<file path="src/rtl/ysyx_210184_mem_stage_pkg.sv">
// Shared definitions for the memory-access stage: funct3 load/store codes,
// FSM state encoding and small alignment helpers.
package ysyx_210184_mem_stage_pkg;

    localparam int REG_BUS = 64;

    localparam logic [2:0] LS_B  = 3'b000;
    localparam logic [2:0] LS_H  = 3'b001;
    localparam logic [2:0] LS_W  = 3'b010;
    localparam logic [2:0] LS_D  = 3'b011;
    localparam logic [2:0] LS_BU = 3'b100;
    localparam logic [2:0] LS_HU = 3'b101;
    localparam logic [2:0] LS_WU = 3'b110;

    typedef enum logic [1:0] {
        ST_IDLE = 2'd0,
        ST_REQ  = 2'd1,
        ST_RESP = 2'd2
    } mem_state_e;

    // funct3[1:0] encodes the access size for both loads and stores.
    function automatic logic is_misaligned(input logic [2:0] funct3, input logic [2:0] off);
        case (funct3[1:0])
            2'b01:   return off[0];
            2'b10:   return |off[1:0];
            2'b11:   return |off;
            default: return 1'b0;
        endcase
    endfunction

    function automatic logic [7:0] store_mask(input logic [1:0] size, input logic [2:0] off);
        case (size)
            2'b00:   return 8'h01 << off;
            2'b01:   return 8'h03 << off;
            2'b10:   return 8'h0F << off;
            default: return 8'hFF;
        endcase
    endfunction

endpackage

</file>
<file path="src/rtl/ysyx_210184_mem_stage_if.sv">
// Data-memory request/grant plus response-valid bus between the MEM stage
// (master) and the data memory (slave).
interface ysyx_210184_mem_stage_if #(
    parameter int ADDR_W = 64,
    parameter int DATA_W = 64
) ();
    logic              req;
    logic              we;
    logic [ADDR_W-1:0] addr;
    logic [DATA_W-1:0] wdata;
    logic [7:0]        wmask;
    logic              gnt;
    logic              rvalid;
    logic [DATA_W-1:0] rdata;

    modport master (
        output req, we, addr, wdata, wmask,
        input  gnt, rvalid, rdata
    );

    modport slave (
        input  req, we, addr, wdata, wmask,
        output gnt, rvalid, rdata
    );
endinterface

</file>
<file path="src/rtl/ysyx_210184_mem_stage_ff.sv">
// Plain D flip-flop with synchronous active-low reset to a parameterised value.
module ysyx_210184_ff #(
    parameter int             W       = 1,
    parameter logic [W-1:0]   RST_VAL = '0
) (
    input  logic         clk,
    input  logic         rst,
    input  logic [W-1:0] d,
    output logic [W-1:0] q
);
    always_ff @(posedge clk) begin
        if (!rst) begin
            q <= RST_VAL;
        end else begin
            q <= d;
        end
    end
endmodule

</file>
<file path="src/rtl/ysyx_210184_mem_stage_load_align.sv">
// Load data formatting: pick the addressed lane out of the returned
// doubleword and sign- or zero-extend it according to funct3.
module ysyx_210184_load_align
    import ysyx_210184_mem_stage_pkg::*;
(
    input  logic [REG_BUS-1:0] rdata,
    input  logic [2:0]         off,
    input  logic [2:0]         funct3,
    output logic [REG_BUS-1:0] data
);
    logic [REG_BUS-1:0] lane;

    assign lane = rdata >> {off, 3'b000};

    always_comb begin
        data = lane;
        case (funct3)
            LS_B:    data = {{56{lane[7]}},  lane[7:0]};
            LS_H:    data = {{48{lane[15]}}, lane[15:0]};
            LS_W:    data = {{32{lane[31]}}, lane[31:0]};
            LS_D:    data = lane;
            LS_BU:   data = {56'd0, lane[7:0]};
            LS_HU:   data = {48'd0, lane[15:0]};
            LS_WU:   data = {32'd0, lane[31:0]};
            default: data = lane;
        endcase
    end
endmodule

</file>
<file path="src/rtl/ysyx_210184_mem_stage.sv">
// Memory-access stage: issues loads/stores over the req/gnt/rvalid bus,
// stalls upstream while an access is outstanding and drives the MEM/WB register.
module ysyx_210184_mem_stage
    import ysyx_210184_mem_stage_pkg::*;
#(
    parameter int ADDR_W = 64,
    parameter int DATA_W = 64
) (
    input  logic              clk,
    input  logic              rst,
    input  logic              load_ena_i,
    input  logic              store_ena_i,
    input  logic [2:0]        ls_bytes_i,
    input  logic [4:0]        rd_i,
    input  logic              w_rd_ena_i,
    input  logic [DATA_W-1:0] alu_result_i,
    input  logic [DATA_W-1:0] rs2_data_i,
    input  logic              inst_valid_i,
    ysyx_210184_mem_stage_if.master mem,
    output logic              stall_o,
    output logic              misalign_o,
    output logic [4:0]        rd_o,
    output logic              w_rd_ena_o,
    output logic [DATA_W-1:0] wb_data_o,
    output logic              inst_valid_o
);
    mem_state_e state_reg, state_next;

    logic              we_reg;
    logic [ADDR_W-1:0] addr_reg;
    logic [DATA_W-1:0] wdata_reg;
    logic [7:0]        wmask_reg;
    logic [2:0]        funct3_reg;
    logic [2:0]        off_reg;
    logic [4:0]        rd_reg;
    logic              w_rd_ena_reg;
    logic [DATA_W-1:0] alu_reg;

    logic              mem_op;
    logic              misaligned;
    logic              start_op;
    logic [2:0]        off;
    logic              stall_raw;
    logic [DATA_W-1:0] load_data;

    logic [4:0]        rd_next;
    logic              w_rd_ena_next;
    logic [DATA_W-1:0] wb_data_next;
    logic              inst_valid_next;
    logic              misalign_next;

    assign off        = alu_result_i[2:0];
    assign mem_op     = inst_valid_i & (load_ena_i | store_ena_i);
    assign misaligned = mem_op & is_misaligned(ls_bytes_i, off);
    assign start_op   = mem_op & ~misaligned;

    always_ff @(posedge clk) begin
        if (!rst) begin
            state_reg    <= ST_IDLE;
            we_reg       <= 1'b0;
            addr_reg     <= '0;
            wdata_reg    <= '0;
            wmask_reg    <= '0;
            funct3_reg   <= '0;
            off_reg      <= '0;
            rd_reg       <= '0;
            w_rd_ena_reg <= 1'b0;
            alu_reg      <= '0;
        end else begin
            state_reg <= state_next;
            // Bus fields are captured once and held until the response returns.
            if (state_reg == ST_IDLE && start_op) begin
                we_reg       <= store_ena_i;
                addr_reg     <= {alu_result_i[ADDR_W-1:3], 3'b000};
                wdata_reg    <= store_ena_i ? (rs2_data_i << {off, 3'b000}) : '0;
                wmask_reg    <= store_ena_i ? store_mask(ls_bytes_i[1:0], off) : 8'h00;
                funct3_reg   <= ls_bytes_i;
                off_reg      <= off;
                rd_reg       <= rd_i;
                w_rd_ena_reg <= w_rd_ena_i & ~store_ena_i;
                alu_reg      <= alu_result_i;
            end
        end
    end

    ysyx_210184_load_align u_load_align (
        .rdata  (mem.rdata),
        .off    (off_reg),
        .funct3 (funct3_reg),
        .data   (load_data)
    );

    always_comb begin
        state_next      = state_reg;
        stall_raw       = 1'b0;
        rd_next         = '0;
        w_rd_ena_next   = 1'b0;
        wb_data_next    = '0;
        inst_valid_next = 1'b0;
        misalign_next   = 1'b0;
        case (state_reg)
            ST_IDLE: begin
                misalign_next = misaligned;
                if (start_op) begin
                    state_next = ST_REQ;
                    stall_raw  = 1'b1;
                end else if (!mem_op) begin
                    rd_next         = rd_i;
                    w_rd_ena_next   = w_rd_ena_i & inst_valid_i;
                    wb_data_next    = alu_result_i;
                    inst_valid_next = inst_valid_i;
                end
            end
            ST_REQ: begin
                stall_raw = 1'b1;
                if (mem.gnt) begin
                    state_next = ST_RESP;
                end
            end
            ST_RESP: begin
                if (mem.rvalid) begin
                    state_next      = ST_IDLE;
                    rd_next         = rd_reg;
                    w_rd_ena_next   = w_rd_ena_reg;
                    wb_data_next    = we_reg ? alu_reg : load_data;
                    inst_valid_next = 1'b1;
                end else begin
                    stall_raw = 1'b1;
                end
            end
            default: state_next = ST_IDLE;
        endcase
    end

    // Gating with rst keeps every output low while reset is asserted.
    assign stall_o   = rst & stall_raw;
    assign mem.req   = rst & (state_reg == ST_REQ);
    assign mem.we    = we_reg;
    assign mem.addr  = addr_reg;
    assign mem.wdata = wdata_reg;
    assign mem.wmask = wmask_reg;

    ysyx_210184_ff #(.W(5)) u_rd_ff (
        .clk(clk), .rst(rst), .d(rd_next), .q(rd_o)
    );
    ysyx_210184_ff #(.W(1)) u_wen_ff (
        .clk(clk), .rst(rst), .d(w_rd_ena_next), .q(w_rd_ena_o)
    );
    ysyx_210184_ff #(.W(DATA_W)) u_wb_data_ff (
        .clk(clk), .rst(rst), .d(wb_data_next), .q(wb_data_o)
    );
    ysyx_210184_ff #(.W(1)) u_valid_ff (
        .clk(clk), .rst(rst), .d(inst_valid_next), .q(inst_valid_o)
    );
    ysyx_210184_ff #(.W(1)) u_misalign_ff (
        .clk(clk), .rst(rst), .d(misalign_next), .q(misalign_o)
    );
endmodule

</file>
<file path="src/flat_wrapper.sv">
// flat-port wrapper written by rule: the top's interface ports become plain ports
module ysyx_210184_mem_stage_flat import ysyx_210184_mem_stage_pkg::*;
#(
    parameter int ADDR_W = 64,
    parameter int DATA_W = 64
)
  (clk, rst, load_ena_i, store_ena_i, ls_bytes_i, rd_i, w_rd_ena_i, alu_result_i, rs2_data_i, inst_valid_i, stall_o, misalign_o, rd_o, w_rd_ena_o, wb_data_o, inst_valid_o, mem_req, mem_we, mem_addr, mem_wdata, mem_wmask, mem_gnt, mem_rvalid, mem_rdata);
  ysyx_210184_mem_stage_if #(.ADDR_W(ADDR_W), .DATA_W(DATA_W)) mem_i ();
  input  logic clk;
  input  logic rst;
  input  logic load_ena_i;
  input  logic store_ena_i;
  input  logic [2:0] ls_bytes_i;
  input  logic [4:0] rd_i;
  input  logic w_rd_ena_i;
  input  logic [DATA_W-1:0] alu_result_i;
  input  logic [DATA_W-1:0] rs2_data_i;
  input  logic inst_valid_i;
  output logic stall_o;
  output logic misalign_o;
  output logic [4:0] rd_o;
  output logic w_rd_ena_o;
  output logic [DATA_W-1:0] wb_data_o;
  output logic inst_valid_o;
  output wire logic [$bits(mem_i.req)-1:0] mem_req;
  output wire logic [$bits(mem_i.we)-1:0] mem_we;
  output wire logic [$bits(mem_i.addr)-1:0] mem_addr;
  output wire logic [$bits(mem_i.wdata)-1:0] mem_wdata;
  output wire logic [$bits(mem_i.wmask)-1:0] mem_wmask;
  input wire logic [$bits(mem_i.gnt)-1:0] mem_gnt;
  input wire logic [$bits(mem_i.rvalid)-1:0] mem_rvalid;
  input wire logic [$bits(mem_i.rdata)-1:0] mem_rdata;
  assign mem_req = mem_i.req;
  assign mem_we = mem_i.we;
  assign mem_addr = mem_i.addr;
  assign mem_wdata = mem_i.wdata;
  assign mem_wmask = mem_i.wmask;
  assign mem_i.gnt = mem_gnt;
  assign mem_i.rvalid = mem_rvalid;
  assign mem_i.rdata = mem_rdata;
  ysyx_210184_mem_stage #(.ADDR_W(ADDR_W), .DATA_W(DATA_W)) u_core (.clk(clk), .rst(rst), .load_ena_i(load_ena_i), .store_ena_i(store_ena_i), .ls_bytes_i(ls_bytes_i), .rd_i(rd_i), .w_rd_ena_i(w_rd_ena_i), .alu_result_i(alu_result_i), .rs2_data_i(rs2_data_i), .inst_valid_i(inst_valid_i), .mem(mem_i), .stall_o(stall_o), .misalign_o(misalign_o), .rd_o(rd_o), .w_rd_ena_o(w_rd_ena_o), .wb_data_o(wb_data_o), .inst_valid_o(inst_valid_o));
endmodule
</file>
<file path="config.mk">
export PLATFORM = sky130hd
export DESIGN_NAME = ysyx_210184_mem_stage_flat
export DESIGN_NICKNAME = d
export VERILOG_FILES = /design/src/rtl/ysyx_210184_mem_stage_pkg.sv /design/src/rtl/ysyx_210184_mem_stage_if.sv /design/src/rtl/ysyx_210184_mem_stage_ff.sv /design/src/rtl/ysyx_210184_mem_stage_load_align.sv /design/src/rtl/ysyx_210184_mem_stage.sv /design/src/flat_wrapper.sv
export SDC_FILE = /design/constraint.sdc
export NUM_CORES = 1
export LEC_CHECK = 0
export ABC_AREA = 1
export CAP_MARGIN = 40
export CORE_MARGIN = 2
export CORE_UTILIZATION = 25
export CTS_CLUSTER_DIAMETER = 120
export DETAILED_ROUTE_END_ITERATION = 12
export PLACE_DENSITY = 0.59
export SLEW_MARGIN = 5
export SYNTH_ARGS = -nofsm -noshare
export SYNTH_HDL_FRONTEND = slang
export SYNTH_HIERARCHICAL = 1
export SYNTH_SLANG_ARGS = --single-unit
</file>
<file path="constraint.sdc">
create_clock -name clk -period 4.1 [get_ports clk]
set_clock_uncertainty 0.05 [all_clocks]
set_input_delay 0.82 -clock clk [delete_from_list [all_inputs] [get_ports clk]]
set_output_delay 0.82 -clock clk [all_outputs]
set_load 0.01 [all_outputs]
</file>
Yosys cells after proc, flatten, opt, wreduce, memory -nomap -nowiden
Cells that the tools add are included.
{"block": "classes", "eq_ne": 13, "shift": 5, "n_mux": 29, "bitwise": 10, "reduce_logical": 8}
{"operator": "64-bit one-hot mux with 6 select lines", "count": 1}
{"operator": "64-bit 2-to-1 mux", "count": 5}
{"operator": "64-bit one-hot mux with 2 select lines", "count": 1}
{"operator": "64-bit by 6-bit left shift with 64-bit output", "count": 1}
{"operator": "64-bit by 6-bit right shift with 64-bit output", "count": 1}
{"operator": "8-bit one-hot mux with 3 select lines", "count": 1}
{"operator": "5-bit 2-to-1 mux", "count": 3}
{"operator": "5-bit one-hot mux with 2 select lines", "count": 1}
{"operator": "3-bit equality test (second input constant)", "count": 3}
{"operator": "1-bit 2-to-1 mux", "count": 8}
{"operator": "8-bit 2-to-1 mux", "count": 1}
{"operator": "1-bit by 3-bit left shift with 8-bit output (first input constant)", "count": 1}
{"operator": "2-bit by 3-bit left shift with 8-bit output (first input constant)", "count": 1}
{"operator": "4-bit by 3-bit left shift with 8-bit output (first input constant)", "count": 1}
{"operator": "1-bit AND", "count": 7}
{"operator": "2-bit equality test (second input constant)", "count": 3}
{"operator": "2-bit 2-to-1 mux", "count": 3}
{"operator": "1-bit one-hot mux with 3 select lines", "count": 2}
{"operator": "2-bit one-hot mux with 3 select lines", "count": 1}
{"operator": "2-bit by 1-bit equality test with 1-bit output (second input constant)", "count": 2}
{"operator": "2-bit zero test", "count": 2}
{"operator": "2-bit inequality test (second input constant)", "count": 2}
{"operator": "1-bit one-hot mux with 2 select lines", "count": 2}
{"operator": "3-bit by 1-bit equality test with 1-bit output (second input constant)", "count": 1}
{"operator": "other kinds (10)", "count": 11}
{"block": "word_totals", "reg_bits": 284, "input_bits": 208, "out_inout_bits": 211}

Depth between registers and ports, before layout
{"block": "depth", "ltp_word": 8, "mapped_depth": 15, "mapped_depth_nobuf": 13}

By module
The synthesis kept the hierarchy.
{"module": "ysyx_210184_mem_stage", "n_inst": 1, "cells_each": 1499, "area_per_inst_um2": 9567.9, "seq_area_each_um2": 2962.8}
{"module": "ysyx_210184_load_align", "n_inst": 1, "cells_each": 492, "area_per_inst_um2": 2454.9, "seq_area_each_um2": 0.0}
{"module": "ysyx_210184_ff at u_core.u_wb_data_ff", "n_inst": 1, "cells_each": 199, "area_per_inst_um2": 1840.5, "seq_area_each_um2": 1281.2}
{"module": "ysyx_210184_ff at u_core.u_rd_ff", "n_inst": 1, "cells_each": 15, "area_per_inst_um2": 137.6, "seq_area_each_um2": 100.1}
{"module": "ysyx_210184_ff at u_core.u_misalign_ff ...", "n_inst": 3, "cells_each": 3, "area_per_inst_um2": 27.5, "seq_area_each_um2": 20.0}

Worst setup path before layout
OpenSTA, ideal clock, no wires.
{"block": "synth_path", "path_kind": "input to output", "start": "input alu_result_i[2]", "end": "output stall_o", "t_arrival_ps": 1977, "required_ps": 3230, "path_slack_ps": 1253, "cell_stages": 10, "cell_sequence": "buf_2 > nor2_8 > nand2_1 > nand2_1 > nand2_1 > nand2_4 > nand2_2 > buf_4 > buf_2 > a21oi_1"}
{"block": "synth_between", "elab_chain_len": 8}
{"element": "start, declared", "line_no": "flat_wrapper.sv:16", "rtl": "input logic [DATA_W-1:0] alu_result_i;"}
{"element": "3-bit OR reduction", "line_no": "ysyx_210184_mem_stage_pkg.sv:26", "rtl": "2'b11: return |off;"}
{"element": "1-bit one-hot mux with 3 select lines", "line_no": "ysyx_210184_mem_stage_pkg.sv:23", "rtl": "case (funct3[1:0])"}
{"element": "1-bit AND", "line_no": "ysyx_210184_mem_stage.sv:54", "rtl": "assign misaligned = mem_op & is_misaligned(ls_bytes_i, off);"}
{"element": "1-bit NOT", "line_no": "ysyx_210184_mem_stage.sv:55", "rtl": "assign start_op = mem_op & ~misaligned;"}
{"element": "1-bit AND", "line_no": "ysyx_210184_mem_stage.sv:55"}
{"element": "1-bit 2-to-1 mux", "line_no": "ysyx_210184_mem_stage.sv:104", "rtl": "if (start_op) begin"}
{"element": "1-bit one-hot mux with 3 select lines", "line_no": "ysyx_210184_mem_stage.sv:101", "rtl": "case (state_reg)"}
{"element": "1-bit AND", "line_no": "ysyx_210184_mem_stage.sv:136", "rtl": "assign stall_o = rst & stall_raw;"}
{"element": "end, declared", "line_no": "flat_wrapper.sv:19", "rtl": "output logic stall_o;"}
No other way between the ends.

Final worst setup path
{"block": "layout_path", "start": "input ls_bytes_i[0]", "end": "output stall_o"}
{"block": "layout_between", "elab_chain_len": 8, "elab_cells_between_ends": 10, "cone_classes": "eq/ne (3); mux (3); bitwise (4)"}
{"element": "start, declared", "line_no": "flat_wrapper.sv:13", "rtl": "input logic [2:0] ls_bytes_i;"}
{"element": "2-bit equality test / 2-bit by 1-bit equality test with 1-bit output (equally long branches)", "line_no": "ysyx_210184_mem_stage_pkg.sv:23"}
{"element": "1-bit one-hot mux with 3 select lines (*)", "line_no": "ysyx_210184_mem_stage_pkg.sv:23"}
{"element": "1-bit AND (*)", "line_no": "ysyx_210184_mem_stage.sv:54"}
{"element": "1-bit NOT (*)", "line_no": "ysyx_210184_mem_stage.sv:55"}
{"element": "1-bit AND (*)", "line_no": "ysyx_210184_mem_stage.sv:55"}
{"element": "1-bit 2-to-1 mux (*)", "line_no": "ysyx_210184_mem_stage.sv:104"}
{"element": "1-bit one-hot mux with 3 select lines (*)", "line_no": "ysyx_210184_mem_stage.sv:101"}
{"element": "1-bit AND (*)", "line_no": "ysyx_210184_mem_stage.sv:136"}
Mark *: on every way between the ends. The rest lies on a longest branch, timed or not.

==> out/metrics.yaml <==
largest_delay_share_family_worst_path: "buffers and inverters"
grt_remaining_overflow: 0
cap_viol_max_count: 0
clockPowerShare: 0.376
io_pins: 419
critPathMostFrequentCell: "sky130_fd_sc_hd__nand2_1"
die-height_um: 241
wire_per_inst_um: 20.1
max_clock_freq_mhz: 268
status: "finished clean"
cell_types_with_the_largest_area_share_after_synthesis: "sky130_fd_sc_hd__dfxtp_1 (31%), sky130_fd_sc_hd__nand2_1 (20%), sky130_fd_sc_hd__nand3_1 (10%)"
first_pass_grt_wire_length_um: 94100
timing.critical_path.required_ns: 3.23
grt_start_max_net_pins: 128
dp_hpwl_um: 47700
post_cts.repair.setup_buffers: 0
detail_route.drc_violations: 0
hold-path-endpoint: "u_core/mem.wdata[31]"
timing.final.crit_share: 0.911
synth-main-ff-cell: "sky130_fd_sc_hd__dfxtp_1"
mappedNetlistArea_mm2: 0.0141
setup_total_negative_slack_ns: 0
r2r-end: "u_core/u_wb_data_ff/q[62]"
post_cts_sizing_count: 0
cts_tree: "yes"
ffs_latches_synth: 220
cts-buffers-inserted: 29
drt_first_iter_violations: 1500
ir_worst_vdd_v: 0.000212
placeableCoreArea_mm2: 0.0554
layout.area.seq_mm2: 0.00441
worst_slew_margin_rel: 0.375
ys_seq_area_frac: 0.313
yosysTopAreaCell: "sky130_fd_sc_hd__dfxtp_1"
postRouteAntennaNets: 0
share_of_cells_above_drive_strength_1: 0.0541
sink_count_of_the_clock_tree: 220
cts.root.buffer_cell: "sky130_fd_sc_hd__clkbuf_16"
number_of_buffers_on_the_longest_clock_path: 3
critPathKind: "in2out"
swShare: 0.334
finish.net_count: 2675
timing.critical_path.slowest_stage_cell: "sky130_fd_sc_hd__clkdlybuf4s50_1"
yosysMostFrequentCell: "sky130_fd_sc_hd__nand2_1"
critical_path.cell_chain: "clkdlybuf4s50_1, inv_1, ha_1, inv_1, nand2_1, nand2_1, nand2_1, nand2_4, nand2_4, a21oi_1, clkdlybuf4s50_1"
critPathCaptureType: "output port"
netlist-cell-type-count: 37
timing.critical_path.buf_inv: 4
period_minus_slack_ns: 3.74
worst_ep_arrival_time_ns: 2.87
whs_path_depth: 2
top_post_synthesis_cells_by_count: "sky130_fd_sc_hd__nand2_1 (754), sky130_fd_sc_hd__nand3_1 (281), sky130_fd_sc_hd__dfxtp_1 (220), sky130_fd_sc_hd__a21oi_1 (139), sky130_fd_sc_hd__nor2_1 (130)"
synth_area_per_cell_um2: 6.36
fillerInstances: 6013
rrSetupSlack_ns: 1.26
synth_enable_flop_cells: 0
multi_input_comb_area_mm2: 0.00777
timing_worst_slew_pin_value_ns: 0.938
dpl_worst_slack_ns: 0.364
timing.hold.worst.start: "u_core/mem.wdata[31]"
ys.warnings.count: 6
power_switching_w: 0.00226
die_w_um: 241
p_leak_nw: 8.03
async_set_or_reset_register_ratio_after_synthesis: 0
critical_r2r_launch: "u_core/alu_reg[2]"
worst-r2r-cell-count: 11
hold_viol_final: 0
clk_pin_slew_worst_paths_ns: 0.05
final-max-slew-violation-count: 0
crit_path_max_incr_delay_ns: 0.57
die_outline_area_mm2: 0.0582
yosysTopAreaCellShare: 0.313
seqPwrFrac: 0.345
first_global_vias: 15368
num_rows: 86
dr.pass1.iters: 6
routed_wirelength_um: 65000
cellPowerDensity_mw_per_mm2: 355
io_buffers: 415
cellInternalPower_w: 0.00450
critPathLaunchType: "input pin"
area_delta_synth_final_pct: 35.3
clock_insertion_delay_at_the_later_pin_of_the_skew_report_ns: 0.58
final_worst_setup_slack_ns: 0.365
initial_util: 0.254
cts_hold_repair.buffers: 0
routed-via-count: 16033
final-setup-viol-count: 0
crit_fanout: 5
cts.htree.levels: 1
gp_congestion: 0.927
worstHoldPathType: "reg2reg"
grt_antenna_before_repair: 9
cells_after_synth: 2214
vias_per_cell: 4.96
globalRouteTotalUtil: 0.212
rsz_0062_raised_after_global_routing: "false"
combinational_share_of_power: 0.279
==> how the worst max path moves through the flow <==
stage	start	end	slack, ns	cells past startpoint
3_5_place_dp	ls_bytes_i[0]	stall_o	0.36	11
4_1_cts	ls_bytes_i[0]	stall_o	0.35	11
5_1_grt	ls_bytes_i[0]	stall_o	0.19	11
3_3_place_gp	ls_bytes_i[0]	stall_o	0.39	11
2_1_floorplan	alu_result_i[2]	stall_o	1.25	10
6_report	ls_bytes_i[0]	stall_o	0.36	11
==> through the flow <==
step / std cells / util / hold WS, ns / cell area, um^2 / power, W
after floorplan: 2216 / - / 0.395 / 14100 / 0.00344
after global placement: 3175 / 0.326 / 0.404 / 18000 / 0.00425
after detailed placement: 3178 / 0.327 / 0.406 / 18100 / 0.00427
after CTS: 3227 / 0.344 / 0.415 / 19100 / 0.00685
after global routing: 3229 / 0.344 / 0.435 / 19100 / 0.00709
final: 3230 / 0.344 / 0.413 / 19100 / 0.00676
==> cells by family after synthesis <==
group / Yosys count / share of synthesized area
buffers and inverters: 366 / 0.138
other: 1 / 0.000266
AOI/OAI and AO/OA: 307 / 0.118
adders and majority gates: 6 / 0.00533
muxes: 67 / 0.0476
and+or+nand+nor: 1247 / 0.379
DFF: 220 / 0.313
==> layer usage <==
layer,wire (um),GRT usage,vias to the layer above
li1,-,-,7604
met1,25000,0.245,7585
met2,33000,0.394,726
met3,5100,0.0430,106
met4,1830,0.0619,12
met5,76,0,-
==> final cells by class <==
class / instances / share of cell area
multi-input cells: 1630 / 0.408
repair buffers: 454 / 0.237
flip-flops and latches: 220 / 0.231
well taps: 748 / 0.0491
clock buffers: 34 / 0.0401
inverters: 126 / 0.0252
clock inverters: 15 / 0.00899
diodes: 3 / 0.000394
==> worst reg2reg max path, cell delays in order (launching register included) <==
cell	delay, ns
sky130_fd_sc_hd__dfxtp_1	0.31
sky130_fd_sc_hd__buf_4	0.37
sky130_fd_sc_hd__inv_2	0.38
sky130_fd_sc_hd__nand3_1	0.22
sky130_fd_sc_hd__nand2_2	0.12
sky130_fd_sc_hd__nand2_4	0.25
sky130_fd_sc_hd__buf_4	0.34
sky130_fd_sc_hd__nand4_1	0.26
sky130_fd_sc_hd__mux2i_1	0.21
sky130_fd_sc_hd__o21ai_0	0.11
sky130_fd_sc_hd__nand2_1	0.07
sky130_fd_sc_hd__inv_1	0.05
==> power by group through the flow <==
| stage | logic [W] | clock network [W] | registers [W] |
|---|---|---|---|
| finish | 0.00189 | 0.00254 | 0.00233 |
| global route | 0.00205 | 0.00270 | 0.00234 |
| CTS | 0.00190 | 0.00262 | 0.00233 |
| detailed placement | 0.00189 | 0 | 0.00238 |
| global placement | 0.00187 | 0 | 0.00238 |
| floorplan | 0.00106 | 0 | 0.00238 |
==> layout by cell type (no fill, tap or decap), types with 34 or more instances in the layout <==
cell type	synthesis	layout
sky130_fd_sc_hd__nand2_1	754	753
sky130_fd_sc_hd__clkdlybuf4s50_1	0	412
sky130_fd_sc_hd__nand3_1	281	281
sky130_fd_sc_hd__dfxtp_1	220	217
sky130_fd_sc_hd__a21oi_1	139	139
sky130_fd_sc_hd__nor2_1	130	130
sky130_fd_sc_hd__inv_1	118	116
sky130_fd_sc_hd__o21ai_0	103	103
sky130_fd_sc_hd__mux2i_1	67	67
sky130_fd_sc_hd__buf_4	72	34
Note: power is estimated with default switching activity, not from simulation.
